===== src/rtl/seven_segment_mux.sv =====
// -----------------------------------------------------------------------------
// seven_segment_mux
//
// Converts a captured unsigned binary value to BCD with a serial double-dabble
// engine (one shift step per clock). It then time-multiplexes the resulting
// digits onto a common seven-segment bus.
//
// Parameters
//   DIGITS   : number of multiplexed digits (1..5)
//   VAL_W    : width of the binary input value (4..17)
//   SCAN_DIV : clk cycles each digit stays enabled (>= 2)
//
// Ports
//   clk      : single rising-edge clock
//   rst_n    : asynchronous active-low reset
//   load     : one-cycle request to capture value (ignored while busy)
//   value    : unsigned binary number to display
//   blank_lz : blank leading zeros; sampled live at every digit switch
//   busy     : high while a conversion is in flight (SHIFT and COMMIT)
//   done     : one-cycle pulse after new digits are committed
//   overflow : committed value does not fit in DIGITS decimal digits
//   seg      : active-high segments, bit6 = a ... bit0 = g
//   an       : one-hot active-high digit enable, bit0 = least-significant digit
// -----------------------------------------------------------------------------
module seven_segment_mux #(
    parameter int DIGITS   = 4,
    parameter int VAL_W    = 14,
    parameter int SCAN_DIV = 1000
) (
    input  logic              clk,
    input  logic              rst_n,
    input  logic              load,
    input  logic [VAL_W-1:0]  value,
    input  logic              blank_lz,
    output logic              busy,
    output logic              done,
    output logic              overflow,
    output logic [6:0]        seg,
    output logic [DIGITS-1:0] an
);

    localparam int AW = 4 * DIGITS;                        // BCD accumulator width
    localparam int CW = $clog2(VAL_W);                     // step counter 0..VAL_W-1
    localparam int PW = $clog2(SCAN_DIV);                  // prescaler width
    localparam int IW = (DIGITS > 1) ? $clog2(DIGITS) : 1; // digit index width

    function automatic int unsigned pow10(input int n);
        int unsigned p;
        p = 1;
        for (int i = 0; i < n; i++) begin
            p = p * 10;
        end
        return p;
    endfunction

    localparam int unsigned   MAX_VAL    = pow10(DIGITS) - 1;
    localparam logic [CW-1:0] CNT_LAST   = CW'(VAL_W - 1);
    localparam logic [PW-1:0] PRESC_LAST = PW'(SCAN_DIV - 1);
    localparam logic [IW-1:0] IDX_LAST   = IW'(DIGITS - 1);

    function automatic logic [6:0] seg7(input logic [3:0] nib);
        logic [6:0] s;
        case (nib)
            4'd0:    s = 7'b1111110;
            4'd1:    s = 7'b0110000;
            4'd2:    s = 7'b1101101;
            4'd3:    s = 7'b1111001;
            4'd4:    s = 7'b0110011;
            4'd5:    s = 7'b1011011;
            4'd6:    s = 7'b1011111;
            4'd7:    s = 7'b1110000;
            4'd8:    s = 7'b1111111;
            4'd9:    s = 7'b1111011;
            default: s = 7'b0000000;
        endcase
        return s;
    endfunction

    typedef enum logic [1:0] {
        IDLE,
        SHIFT,
        COMMIT
    } state_t;

    // Conversion engine state
    state_t           state_reg;
    logic [VAL_W-1:0] sr_reg;
    logic [AW-1:0]    acc_reg;
    logic [AW-1:0]    disp_reg;
    logic [CW-1:0]    cnt_reg;
    logic             ovf_pend_reg;
    logic             busy_reg;
    logic             done_reg;
    logic             overflow_reg;

    // Scan state
    logic [PW-1:0]     presc_reg;
    logic [IW-1:0]     idx_reg;
    logic [IW-1:0]     idx_next;
    logic [DIGITS-1:0] an_reg;
    logic [6:0]        seg_reg;

    logic          value_ovf;
    logic [AW-1:0] acc_adj;
    logic [6:0]    digit_seg [DIGITS];

    assign value_ovf = (32'(value) > MAX_VAL);

    // Per-digit logic: the double-dabble "add 3 if >= 5" correction on the
    // accumulator, and the segment pattern each committed digit would show.
    for (genvar gi = 0; gi < DIGITS; gi++) begin : g_digit
        localparam bit CAN_BLANK = (gi != 0);   // digit 0 always shows something
        logic [3:0] acc_nib;
        logic [3:0] disp_nib;
        logic       lead_zero;

        assign acc_nib  = acc_reg[4*gi +: 4];
        assign acc_adj[4*gi +: 4] = (acc_nib >= 4'd5) ? acc_nib + 4'd3 : acc_nib;

        assign disp_nib = disp_reg[4*gi +: 4];
        // This digit and everything more significant are zero.
        assign lead_zero = (disp_reg[AW-1:4*gi] == '0);

        // Overflow dash wins over both the digit data and blanking.
        assign digit_seg[gi] = overflow_reg                         ? 7'b0000001 :
                               (blank_lz && lead_zero && CAN_BLANK) ? 7'b0000000 :
                                                                      seg7(disp_nib);
    end

    // Conversion FSM. The display register is written only in COMMIT, so the
    // scan never sees a half-converted accumulator.
    always_ff @(posedge clk or negedge rst_n) begin
        if (!rst_n) begin
            state_reg    <= IDLE;
            sr_reg       <= '0;
            acc_reg      <= '0;
            disp_reg     <= '0;
            cnt_reg      <= '0;
            ovf_pend_reg <= 1'b0;
            busy_reg     <= 1'b0;
            done_reg     <= 1'b0;
            overflow_reg <= 1'b0;
        end else begin
            done_reg <= 1'b0;
            case (state_reg)
                IDLE: begin
                    if (load) begin
                        sr_reg       <= value;
                        acc_reg      <= '0;
                        cnt_reg      <= '0;
                        ovf_pend_reg <= value_ovf;
                        busy_reg     <= 1'b1;
                        state_reg    <= SHIFT;
                    end
                end
                SHIFT: begin
                    // Corrected accumulator shifted left, pulling in the binary
                    // MSB. The bit shifted out of the top is only non-zero on
                    // overflow, which is flagged separately.
                    acc_reg <= AW'({acc_adj, sr_reg[VAL_W-1]});
                    sr_reg  <= sr_reg << 1;
                    if (cnt_reg == CNT_LAST) begin
                        state_reg <= COMMIT;
                    end else begin
                        cnt_reg <= cnt_reg + 1'b1;
                    end
                end
                COMMIT: begin
                    disp_reg     <= acc_reg;
                    overflow_reg <= ovf_pend_reg;
                    done_reg     <= 1'b1;
                    busy_reg     <= 1'b0;
                    state_reg    <= IDLE;
                end
                default: begin
                    busy_reg  <= 1'b0;
                    state_reg <= IDLE;
                end
            endcase
        end
    end

    assign idx_next = (idx_reg == IDX_LAST) ? '0 : idx_reg + 1'b1;

    // Free-running scan. an and seg are reloaded together on the prescaler
    // wrap, so the segment bus never carries one digit's pattern while the
    // neighbouring digit is enabled.
    always_ff @(posedge clk or negedge rst_n) begin
        if (!rst_n) begin
            presc_reg <= '0;
            idx_reg   <= '0;
            an_reg    <= DIGITS'(1);
            seg_reg   <= 7'b1111110;
        end else begin
            if (presc_reg == PRESC_LAST) begin
                presc_reg <= '0;
                idx_reg   <= idx_next;
                an_reg    <= DIGITS'(1) << idx_next;
                seg_reg   <= digit_seg[idx_next];
            end else begin
                presc_reg <= presc_reg + 1'b1;
            end
        end
    end

    assign busy     = busy_reg;
    assign done     = done_reg;
    assign overflow = overflow_reg;
    assign seg      = seg_reg;
    assign an       = an_reg;

endmodule


===== config.mk =====
export PLATFORM = sky130hd
export DESIGN_NAME = seven_segment_mux
export DESIGN_NICKNAME = d
export VERILOG_FILES = /design/src/rtl/seven_segment_mux.sv
export SDC_FILE = /design/constraint.sdc
export NUM_CORES = 1
export LEC_CHECK = 0
export ABC_AREA = 1
export ABC_CLOCK_PERIOD_IN_PS = 1700
export CAP_MARGIN = 10
export CORE_AREA = 2 2 166 103
export DETAILED_ROUTE_END_ITERATION = 10
export DIE_AREA = 0 0 168 105
export GPL_ROUTABILITY_DRIVEN = 1
export SLEW_MARGIN = 20
export SYNTH_ARGS = -nofsm -noshare
export SYNTH_HDL_FRONTEND = slang
export SYNTH_SLANG_ARGS = --single-unit

===== constraint.sdc =====
create_clock -name clk -period 1.7 [get_ports clk]
set_input_delay 0.425 -clock clk [delete_from_list [all_inputs] [get_ports clk]]
set_output_delay 0.425 -clock clk [all_outputs]
set_load 0.01 [all_outputs]

==> impl_metrics.toml <==
[clock_tree]
cts_buffers = 9
clk_pin_slew_ns = 0.07
htree_levels = 3
cts_root_buf = "clkbuf_16"
clockBufferDepth = 2
clk_latency_ns = 0.35
cts_tree = "built"
clock_sinks = 79

[worst_setup_path]
cp-startpoint = "seg[2]$_DFFE_PN1N_"
crit_slowest_cell = "dfstp_2"
reg2regPathDepth = 8
r2r_start = "idx_reg[0]$_DFFE_PN0N_"
cp.depth = 1
crit_arrival_ns = 1.20
endpoint = "seg[2]"
path_max_fanout = 2
crit_family = "flip-flops"
reg2reg_to = "seg[2]$_DFFE_PN1N_"
critPathBufInv = 1
start_kind = "register"
end_kind = "output port"
setup.worst_path.class = "reg -> out"
critical_path.max_stage_delay_ns = 0.57
rrSetupSlack_ns = 0.10
cp_cell_sequence = "dlygate4sd2_1"
required_ns = 1.27

[floorplan]
placementRows = 36
core_area_sq_um = 16000
die_width_um = 168
dieArea_sq_um = 17600
die_h_um = 105
initial_core_util_pct = 29.6
num_io_pins = 32

[synth]
synth-simple-area-share_pct = 26.5
synth-seq-cells = 79
ys_types = 40
avgSynthCellArea_sq_um = 8.03
async_reset_ff_share_pct = 100
synth.net_count = 643
synth_top_family_by_area = "simple AND/OR/NAND/NOR gates"
synth_area_sq_um = 4740
syn-instance-count = 590
seq_area_frac_synth_pct = 41.9
post_synth_fa_ha_maj_area_fraction_pct = 9.24
synth_ff_type = "dfrtp_1"
synth-xor-area-share_pct = 1.29
synth_compound_gate_area_share_pct = 13.3
synth_warnings = 0
synth_edf_count = 0
synth_mux_area_share_pct = 0

[cells_and_area]
drive_gt1_share_pct = 14.9
register_area_sq_um = 1990
final_common_cell = "nand2_1"
final_area_sq_um = 5760
multi_input_area_sq_um = 2400
antenna_cells = 0
nFillCells = 1685
final_cell_mix = "nand2_1 (144), dfrtp_1 (72), inv_1 (61)"
area_growth_pct = 21.5
finalNetCount = 697

[power]
p_seq_share_pct = 36.3
vdd_drop_max_mv = 0.486
p_int_mw = 4.83
combPwrFrac_pct = 41.1
p_leak_nw = 2.92
switchingPower_mw = 3.43
swShare_pct = 41.5
power_density_nw_per_um2 = 1430
power.share.clock_pct = 22.6

[sta]
drv_slew = 0
fin_skew_ns = 0.00650
worst_pin_slew_ns = 0.444
grt_setup_unrepaired = "false"
hold_violations = 0
maxSlewHeadroom_pct = 70.2
setup_violations = 0
min_period_ns = 1.62
whs_ns = 0.488
min_period_over_period_pct = 95.3
max_freq_mhz = 617

[global_routing]
grt_first_pass_wirelength_um = 18800
grt_use_total_pct = 13.3
antenna_found_initial = 0
grt_pass1_vias = 3695
gr-total-overflow = 0
grt_max_degree = 36

[drt]
dr.pass1.iters = 5
first_iter_violations = 236
antenna_left = 0
via_per_inst = 4.56
wl_um = 10800
dr_total_vias = 3911
drc = 0
wl_per_cell_um = 12.6

[place]
dpl-instance-area_sq_um = 5440
place.gp.congestion = 0.843
hpwl_um = 7990
io_buffers = 31

[min_path]
hp-class = "reg -> reg"

[flow_run]
maxCapViolCount = 0

[status]
run_status = "finished, final reports clean"
[per-layer routing]
metal | up-vias | GRT usage [%] | routed length (um)
met5 | - | 0 | 0
li1 | 2019 | - | -
met1 | 1804 | 21.1 | 6150
met4 | 0 | 4.29 | 129
met3 | 7 | 3.48 | 483
met2 | 81 | 17.0 | 4050
[per-stage QoR]
step	worst slack, ns	util, %	setup TNS [ns]	power, mW	std cells
5_1_grt	0.0132	36.0	0	9.05	858
3_5_place_dp	-0.104	34.0	-0.475	6.39	839
4_1_cts	0.00180	35.8	0	8.33	857
3_3_place_gp	-0.0569	34.0	-0.160	6.37	839
6_report	0.0792	36.0	0	8.25	858
2_1_floorplan	0.158	-	0	5.37	590
[power by group through the flow]
stage | registers [mW] | logic (mW) | clock network, mW
3_3_place_gp | 3.02 | 3.35 | 0
6_report | 3.00 | 3.40 | 1.86
3_5_place_dp | 3.01 | 3.38 | 0
5_1_grt | 3.10 | 3.97 | 1.98
2_1_floorplan | 2.94 | 2.43 | 0
4_1_cts | 3.00 | 3.40 | 1.93
[synth_stat cells (all sizes together), types with 3 or more instances]
cell type / count / area (sq um)
nand2: 151 / 599
dfrtp: 72 / 1800
inv: 72 / 275
o21ai: 61 / 320
nor2: 53 / 290
nand3: 44 / 245
a21oi: 39 / 214
ha: 35 / 438
nand4: 10 / 68.8
buf: 7 / 52.5
dfstp: 7 / 184
clkbuf: 6 / 22.5
or2: 6 / 37.5
xor2: 6 / 52.6
clkinv: 4 / 16.3
o22ai: 4 / 25.0
nor3: 3 / 15.0
o32ai: 3 / 26.3
[what timing repair did]
item,4_1_cts,5_1_grt
hold buffers,1,0
hold endpoints to repair,19,0
buffers inserted,1,1
resized for setup,9,7
pin swaps,0,2
endpoints found under the setup margin,9,9
[worst min path at each step]
stage	startpoint	to	slack, ns	depth (start not counted)
4_1_cts	presc_reg[6]$_DFF_PN0_	presc_reg[6]$_DFF_PN0_	0.49	1
6_report	presc_reg[6]$_DFF_PN0_	presc_reg[6]$_DFF_PN0_	0.49	1
3_5_place_dp	rst_n	sr_reg[7]$_DFFE_PN0P_	0.35	1
5_1_grt	an[3]$_DFFE_PN0N_	an[3]$_DFFE_PN0N_	0.52	2
2_1_floorplan	rst_n	acc_reg[0]$_DFFE_PN0P_	0.13	0
3_3_place_gp	rst_n	sr_reg[6]$_DFFE_PN0P_	0.36	1
[cell families (layout without fill, tap and decap cells)]
family / after synthesis / in the layout
fa+ha+maj: 35 / 35
buf+inv: 89 / 148
simple gates: 267 / 267
flops: 79 / 79
compound gates: 113 / 113
xor+xnor: 7 / 7
[cell type report]
type                       instances  share of cell area (%)
multi-input combinational        422                    41.7
sequential                        79                    34.5
timing repair buffer              56                    9.28
inverter                          76                    5.06
tap                              209                    4.54
clock buffer                       9                    3.91
clock inverter                     7                   0.978
(Power assumes the default switching activity.)
